<file path="src/rtl/riscv_pkg.sv">
// Shared core definitions: hazard controller state encoding and the x0 register index.
package riscv_pkg;

  typedef enum logic [1:0] {
    RUN      = 2'd0,
    MEM_WAIT = 2'd1,
    ERR      = 2'd2
  } hazard_state_t;

  localparam logic [4:0] REG_ZERO = 5'd0;

endpackage

</file>
<file path="src/rtl/sat_counter.sv">
// Saturating up-counter with synchronous active-high clear.
module sat_counter #(
  parameter int unsigned W = 32
) (
  input  logic         clk,
  input  logic         reset,
  input  logic         inc,
  output logic [W-1:0] count
);

  logic [W-1:0] count_q;

  // Count up on inc, holding at all-ones.
  always_ff @(posedge clk) begin
    if (reset) begin
      count_q <= '0;
    end else if (inc && (count_q != '1)) begin
      count_q <= count_q + 1'b1;
    end
  end

  assign count = count_q;

endmodule

</file>
<file path="src/rtl/hazard_ctrl.sv">
// Pipeline sequencing controller for the 5-stage core: load-use stalls, taken-branch
// flushes and data-memory wait freezing with a timeout watchdog.
// Define HAZARD_PERF_EN to build the stall/flush performance counters; otherwise both
// counter outputs are tied to zero.
module hazard_ctrl
  import riscv_pkg::*;
#(
  parameter int unsigned TO_W        = 8,
  parameter int unsigned MEM_TIMEOUT = 200,
  parameter int unsigned CNT_W       = 32
) (
  input  logic             clk,
  input  logic             reset,
  input  logic             idex_memread,
  input  logic [4:0]       idex_rd,
  input  logic [4:0]       ifid_rs1,
  input  logic [4:0]       ifid_rs2,
  input  logic             branch_taken,
  input  logic             dmem_req,
  input  logic             dmem_ready,
  output logic             pc_en,
  output logic             ifid_en,
  output logic             ifid_flush,
  output logic             idex_en,
  output logic             idex_flush,
  output logic             exmem_en,
  output logic             memwb_bubble,
  output logic             mem_err,
  output logic [CNT_W-1:0] stall_cycles,
  output logic [CNT_W-1:0] flush_count
);

  // Counter value seen in the last allowed wait cycle; the entry cycle counts as 1.
  localparam logic [TO_W-1:0] TimeoutLast = TO_W'(MEM_TIMEOUT - 1);

  hazard_state_t   state_q, state_d;
  logic [TO_W-1:0] to_cnt_q, to_cnt_d;
  logic            mem_err_q, mem_err_d;
  logic            lu;
  logic            run_rules;

  assign lu = idex_memread && (idex_rd != REG_ZERO) &&
              ((idex_rd == ifid_rs1) || (idex_rd == ifid_rs2));

  // Next-state and zero-latency control outputs.
  always_comb begin
    state_d      = state_q;
    to_cnt_d     = to_cnt_q;
    mem_err_d    = mem_err_q;
    run_rules    = 1'b0;
    pc_en        = 1'b1;
    ifid_en      = 1'b1;
    ifid_flush   = 1'b0;
    idex_en      = 1'b1;
    idex_flush   = 1'b0;
    exmem_en     = 1'b1;
    memwb_bubble = 1'b0;

    unique case (state_q)
      RUN: begin
        if (dmem_req && !dmem_ready) begin
          state_d  = MEM_WAIT;
          to_cnt_d = TO_W'(1);
        end else begin
          run_rules = 1'b1;
        end
      end
      MEM_WAIT: begin
        // A dropped request is treated as completion.
        if (dmem_ready || !dmem_req) begin
          state_d   = RUN;
          to_cnt_d  = '0;
          run_rules = 1'b1;
        end else begin
          to_cnt_d = to_cnt_q + 1'b1;
          if (to_cnt_q >= TimeoutLast) begin
            state_d   = ERR;
            mem_err_d = 1'b1;
          end
        end
      end
      ERR: begin
        run_rules = 1'b0;
      end
      default: begin
        state_d = RUN;
      end
    endcase

    if (!run_rules) begin
      // Freeze: hold every stage and keep garbage out of writeback.
      pc_en        = 1'b0;
      ifid_en      = 1'b0;
      idex_en      = 1'b0;
      exmem_en     = 1'b0;
      memwb_bubble = 1'b1;
    end else if (branch_taken) begin
      // Branch wins over load-use: the stalled instruction is discarded anyway.
      ifid_flush = 1'b1;
      idex_flush = 1'b1;
    end else if (lu) begin
      pc_en      = 1'b0;
      ifid_en    = 1'b0;
      idex_flush = 1'b1;
    end

    if (reset) begin
      pc_en        = 1'b0;
      ifid_en      = 1'b0;
      idex_en      = 1'b0;
      exmem_en     = 1'b0;
      ifid_flush   = 1'b1;
      idex_flush   = 1'b1;
      memwb_bubble = 1'b1;
    end
  end

  // State, watchdog counter and sticky error register.
  always_ff @(posedge clk) begin
    if (reset) begin
      state_q   <= RUN;
      to_cnt_q  <= '0;
      mem_err_q <= 1'b0;
    end else begin
      state_q   <= state_d;
      to_cnt_q  <= to_cnt_d;
      mem_err_q <= mem_err_d;
    end
  end

  assign mem_err = mem_err_q;

`ifdef HAZARD_PERF_EN
  logic stall_inc;
  logic flush_inc;

  assign stall_inc = !reset && !pc_en;
  assign flush_inc = !reset && ifid_flush;

  sat_counter #(
    .W(CNT_W)
  ) u_stall_cnt (
    .clk  (clk),
    .reset(reset),
    .inc  (stall_inc),
    .count(stall_cycles)
  );

  sat_counter #(
    .W(CNT_W)
  ) u_flush_cnt (
    .clk  (clk),
    .reset(reset),
    .inc  (flush_inc),
    .count(flush_count)
  );
`else
  assign stall_cycles = '0;
  assign flush_count  = '0;
`endif

endmodule

</file>
<file path="config.mk">
export PLATFORM = sky130hd
export DESIGN_NAME = hazard_ctrl
export DESIGN_NICKNAME = d
export VERILOG_FILES = /design/src/rtl/riscv_pkg.sv /design/src/rtl/sat_counter.sv /design/src/rtl/hazard_ctrl.sv
export SDC_FILE = /design/constraint.sdc
export NUM_CORES = 1
export LEC_CHECK = 0
export CORE_ASPECT_RATIO = 0.8
export CORE_UTILIZATION = 37
export DETAILED_ROUTE_END_ITERATION = 8
export PLACE_DENSITY = 0.95
export SLEW_MARGIN = 5
export SYNTH_ARGS = -nofsm -noshare
export SYNTH_HDL_FRONTEND = slang
export SYNTH_SLANG_ARGS = --single-unit
</file>
<file path="constraint.sdc">
create_clock -name clk -period 2.3 [get_ports clk]
set_input_delay 0.345 -clock clk [delete_from_list [all_inputs] [get_ports clk]]
set_output_delay 0.345 -clock clk [all_outputs]
set_load 0.03 [all_outputs]
</file>
== Word-level counts from Yosys, hierarchy flattened ==
Index checks and enable logic that the tools add are counted.

* Mux-type cells: 25
* Bitwise gates (word level): 2
* Magnitude comparators: 1
* Eq/ne operators: 6
* Reductions and logical operators: 13
* $add $sub $neg: 1

{| class="wikitable"
|+ Operators with widths
! operator !! count
|-
| $mux W1 || 17
|-
| $mux W8 || 2
|-
| $pmux W8 S2 || 1
|-
| $eq A5 B5 Y1 || 2
|-
| $add A8 B1 Y8 const B || 1
|-
| $ge A8 B8 Y1 const B || 1
|-
| $mux W2 || 3
|-
| $pmux W2 S3 || 1
|-
| $reduce_and A3 Y1 || 2
|-
| $reduce_bool A5 Y1 || 1
|-
| $logic_and A1 B1 Y1 || 3
|-
| $ne A3 B3 Y1 const B || 1
|-
| $eq A2 B1 Y1 const B || 1
|-
| $eq A2 B2 Y1 const B || 1
|-
| $logic_not A1 Y1 || 2
|-
| $logic_not A2 Y1 || 1
|-
| $logic_or A1 B1 Y1 || 2
|-
| $ne A2 B2 Y1 const B || 1
|-
| $not A1 Y1 || 2
|-
| $pmux W1 S2 || 1
|-
| $reduce_and A2 Y1 || 1
|-
| $reduce_bool A2 Y1 || 1
|}

* Bits of input ports: 21
* Register bits: 11
* Word-level logic and storage cells: 51

== Logic depth before layout (Yosys ltp) ==
Gate-level depths: netlist of run 1.

* Word-level depth: 7
* Depth in mapped cells: 5
* Depth with buffers taken out: 5

== Worst setup path before layout of run 1 ==
No wires, ideal clock.

* Kind: input to output
* Start point: input port dmem_req
* End point: output port pc_en
* Path buffers: 1
* Slack: 0.039 ns
* Data arrival time: 1.916 ns
* Cell stages on the path: 5
* Path through: nor2b_1 -> or3_2 -> inv_1 -> o31a_1 -> buf_4

* Longest elaborated chain between the ends: 6
* Elaborated cells between the ends (all ways): 8
* Those cells by class: mux: 5; reduce/logical: 3

{| class="wikitable"
|+ Ends and longest elaborated chain
! element !! line !! source
|-
| start: declaration || hazard_ctrl.sv:19 || <nowiki>input logic dmem_req,</nowiki>
|-
| $logic_not A1 Y1 || hazard_ctrl.sv:70 || <nowiki>if (dmem_ready || !dmem_req) begin</nowiki>
|-
| $logic_or A1 B1 Y1 || hazard_ctrl.sv:70 ||
|-
| $mux W1 || hazard_ctrl.sv:70 ||
|-
| $pmux W1 S2 (*) || hazard_ctrl.sv:59 || <nowiki>unique case (state_q)</nowiki>
|-
| $mux W1 (*) (2 in a row) || - ||
|-
| end: declaration || hazard_ctrl.sv:21 || <nowiki>output logic pc_en,</nowiki>
|}

Every way passes the cells marked *; elsewhere a longest branch is shown, timed or not.

== Worst setup path after layout of run 1 ==
* Start point: input port idex_rd[2]
* End point: output port idex_flush

* Longest elaborated chain between the ends: 7
* Elaborated cells between the ends (all ways): 10
* Those cells by class: eq/ne: 2; mux: 4; reduce/logical: 4

{| class="wikitable"
|+ Ends and longest elaborated chain
! element !! line !! source
|-
| start: declaration || hazard_ctrl.sv:15 || <nowiki>input logic [4:0] idex_rd,</nowiki>
|-
| $eq A5 B5 Y1 / $reduce_bool A5 Y1 (equally long branches) || hazard_ctrl.sv:43, hazard_ctrl.sv:42 ||
|-
| $logic_or A1 B1 Y1 / $logic_and A1 B1 Y1 (equally long branches) || hazard_ctrl.sv:43, hazard_ctrl.sv:42 ||
|-
| $logic_and A1 B1 Y1 (*) || hazard_ctrl.sv:42 || <nowiki>assign lu = idex_memread && (idex_rd != REG_ZERO) &&</nowiki>
|-
| $mux W1 (*) || hazard_ctrl.sv:101 || <nowiki>end else if (lu) begin</nowiki>
|-
| $mux W1 (*) || hazard_ctrl.sv:97 || <nowiki>end else if (branch_taken) begin</nowiki>
|-
| $mux W1 (*) || hazard_ctrl.sv:90 || <nowiki>if (!run_rules) begin</nowiki>
|-
| $mux W1 (*) || hazard_ctrl.sv:107 || <nowiki>if (reset) begin</nowiki>
|-
| end: declaration || hazard_ctrl.sv:25 || <nowiki>output logic idex_flush,</nowiki>
|}

Marked as above.

==> reports/metrics.csv, run 1 <==
metric,value,unit
outcome,"complete, no violations",
clk-insertion-delay-late,0.24,ns
finalCoreUtilization,0.434,
die_w,66.1,µm
clk_pin_slew,0.05,ns
ir_worst_vdd,0.197,mV
timing.fmax,447,MHz
final_slew_violations,0,
vias_after_detailed_routing,924,
initial_antenna_violation_count,0,
finalPower,646,µW
period_share,0.972,
cp_data_arrival_time,1.89,ns
fin_tns_setup,0,ns
critical_path.max_fanout,3,
nets,207,
area_delta_synth_final,11.0,%
cp_bufs_invs,2,
drt-pass1-iter-count,4,
wirelength,2.21,mm
critical_path.top_delay_family,buffers and inverters,
grt_max_degree,13,
layout-drive-gt1-share,0.103,
top_level_i_o_count,93,
synth_fa_ha_area_frac,0.0103,
wire_per_inst,9.87,µm
synthDominantCellAreaShare,0.408,
die_h,53.3,µm
first_global_vias,698,
critical_path.startpoint_type,primary input,
post_synth_mux_area_share,0,
cts_tree,yes,
synth_simple_gate_area_frac,0.153,
drt_drc_violations_left,0,
synthesis_stage_register_bit_count,11,
asyncSetResetFlopFracSynth,0,
dominant_combinational_cell_family_by_area_after_synthesis,buffers and inverters,
setup_viol,0,
fin_crit,2.23,ns
cp_cell_instances,clkdlybuf4s50_1 > xor2_1 > nor3_1 > a22oi_1 > o41ai_1 > buf_4,
number_of_buffers_created_by_cts,3,
p_leak,0.639,nW
grt_usage,0.125,
synth-main-ff-cell,sky130_fd_sc_hd__dfxtp_1,
synth-compound-area-share,0.143,
h-tree-depth,1,
slowest_stage,sky130_fd_sc_hd__clkdlybuf4s50_1,
post_cts_buffers,0,
die-area,0.00352,mm²
globalRoute.totalOverflow,0,
cpPeakStageDelay,0.48,ns
synth_largest_area_cell,sky130_fd_sc_hd__buf_4,
critPathRequiredTime,1.96,ns
synthesis.area,0.00121,mm²
clock_sink_count,11,
clock_root_buffer,sky130_fd_sc_hd__clkbuf_8,
timing.critical_path.to_type,output port,
initial_core_util,0.391,
finalNonFillerCells,224,
fin_worst_skew,0.00273,ns
max-clock-path-buffers,2,
power.density_cell_area,479,mW/mm²
ant_nets,0,
grt_first_pass_wirelength,3.15,mm
synth_xor_area_frac,0.0721,
detailed_place_hpwl,1.74,mm
fin_hold_ws,0.458,ns
detail_route.iter0.violations,43,
io_buffer_count,28,
via_per_inst,4.13,
place_inst,220,
max_cap_viol_count,0,
synth_warnings,0,
post_synth_edffs,0,
synth_top_cells_by_area,"sky130_fd_sc_hd__buf_4, sky130_fd_sc_hd__dfxtp_1, sky130_fd_sc_hd__xor2_1, sky130_fd_sc_hd__nor2_1, sky130_fd_sc_hd__a21oi_1",
placement_row_count,18,
coreArea,0.00311,mm²
worst_path_class_setup,primary input to output port,
synth-seq-area-share,0.181,
final_replace_weighted_congestion,0.859,
count_of_distinct_cell_types_in_the_synthesized_netlist,37,
synth_area_per_cell,7.89,µm²
antenna_cells_inserted,0,
hold_class,flip-flop to flip-flop,
timing_hold_violations_final,0,
syn_inst,154,
[cells in the final DEF (no fill, tap or decap), types with 4 or more instances in the layout]
| cell type | netlist | layout |
|---|---|---|
| sky130_fd_sc_hd__xor2_1 | 10 | 10 |
| sky130_fd_sc_hd__a21oi_1 | 7 | 7 |
| sky130_fd_sc_hd__nand3_1 | 4 | 4 |
| sky130_fd_sc_hd__conb_1 | 1 | 64 |
| sky130_fd_sc_hd__dlymetal6s2s_1 | 0 | 4 |
| sky130_fd_sc_hd__inv_1 | 4 | 4 |
| sky130_fd_sc_hd__buf_4 | 66 | 9 |
| sky130_fd_sc_hd__dfxtp_1 | 11 | 11 |
| sky130_fd_sc_hd__clkdlybuf4s50_1 | 0 | 18 |
| sky130_fd_sc_hd__nor2_1 | 10 | 10 |
| sky130_fd_sc_hd__o21ai_0 | 5 | 4 |
[flip-flops by register name (all words and copies together) (netlist names)]
name and count:
to_cnt_q 8, mem_err 1, state_q 2
[path summary, 6_finish.rpt]
| kind | slack (ns) | end | cells past startpoint | from |
|---|---|---|---|---|
| setup / recovery | 0.07 | idex_flush | 6 | idex_rd[2] |
| hold / removal | 0.46 | mem_err$_SDFFE_PP0P_ | 2 | mem_err$_SDFFE_PP0P_ |
| setup reg to reg | 0.85 | to_cnt_q[7]$_SDFFE_PP0P_ | 4 | state_q[1]$_SDFFE_PP0P_ |
| hold reg to reg | 0.46 | mem_err$_SDFFE_PP0P_ | 2 | mem_err$_SDFFE_PP0P_ |
[area by class of cell]
class	instances	area, µm²
flip-flops and latches	11	220
clock buffers	4	45.0
fillers	334	1760
inverters	4	15.0
well taps	40	50.0
multi-input cells	133	712
repair buffers	32	307
[worst register-to-register path: stages, from the launching register on]
cell and delay (ns):
sky130_fd_sc_hd__dfxtp_1 0.38, sky130_fd_sc_hd__nor3b_2 0.27, sky130_fd_sc_hd__and2_1 0.31, sky130_fd_sc_hd__a41oi_2 0.16, sky130_fd_sc_hd__a311oi_2 0.25
[stage by stage]
stage	area [µm²]	setup slack [ns]
2_1_floorplan	1450	0.0391
3_3_place_gp	1280	-0.0248
3_5_place_dp	1280	-0.0485
4_1_cts	1330	0.00771
5_1_grt	1350	-0.0184
6_report	1350	0.0652
[cell usage after synthesis, types with 2 or more instances]
cell type / number
sky130_fd_sc_hd__buf_4: 66
sky130_fd_sc_hd__dfxtp_1: 11
sky130_fd_sc_hd__nor2_1: 10
sky130_fd_sc_hd__xor2_1: 10
sky130_fd_sc_hd__a21oi_1: 7
sky130_fd_sc_hd__o21ai_0: 5
sky130_fd_sc_hd__inv_1: 4
sky130_fd_sc_hd__nand3_1: 4
sky130_fd_sc_hd__nand2_1: 3
sky130_fd_sc_hd__nand3b_1: 3
sky130_fd_sc_hd__a22oi_1: 2
sky130_fd_sc_hd__a31oi_1: 2
sky130_fd_sc_hd__and3_1: 2
sky130_fd_sc_hd__nor3_1: 2
[where the power goes]
group / switching (mW) / total, mW / internal [mW]
clock: 0.0725 / 0.194 / 0.122
combinational: 0.195 / 0.257 / 0.0620
sequential: 0.00226 / 0.195 / 0.193
[layer usage]
| metal | part of all wire | up-vias | wire [µm] | global-route usage |
|---|---|---|---|---|
| met5 | 0 | - | 0 | 0 |
| met4 | 0.010 | 0 | 23 | 0.0426 |
| met3 | 0.071 | 5 | 157 | 0.0517 |
| met2 | 0.51 | 43 | 1140 | 0.216 |
| met1 | 0.40 | 429 | 893 | 0.139 |
| li1 | - | 447 | - | - |
[what timing repair did]
action	in CTS	in global routing
hold buffers	0	0
cloned	0	0
pin swaps	0	2
endpoints found under the setup margin	2	4
resized for setup	2	7
[cells by family after synthesis]
family | after synthesis
AOI/OAI and AO/OA | 25
other | 1
xor gates and xnor gates | 10
DFF | 11
and+or+nand+nor | 33
buffers and inverters | 73
adders and majority gates | 1
(Power assumes the default switching activity.)
==> inputs of run 2 (changes only) <==
--- a/config.mk
+++ b/config.mk
@@ -5,6 +5,7 @@
 export SDC_FILE = /design/constraint.sdc
 export NUM_CORES = 1
 export LEC_CHECK = 0
+export ABC_CLOCK_PERIOD_IN_PS = 2300
 export CORE_ASPECT_RATIO = 0.8
 export CORE_UTILIZATION = 37
 export DETAILED_ROUTE_END_ITERATION = 8
==> results of run 2 <==
The final DEF is identical to that of run 1; final timing and power are the same.
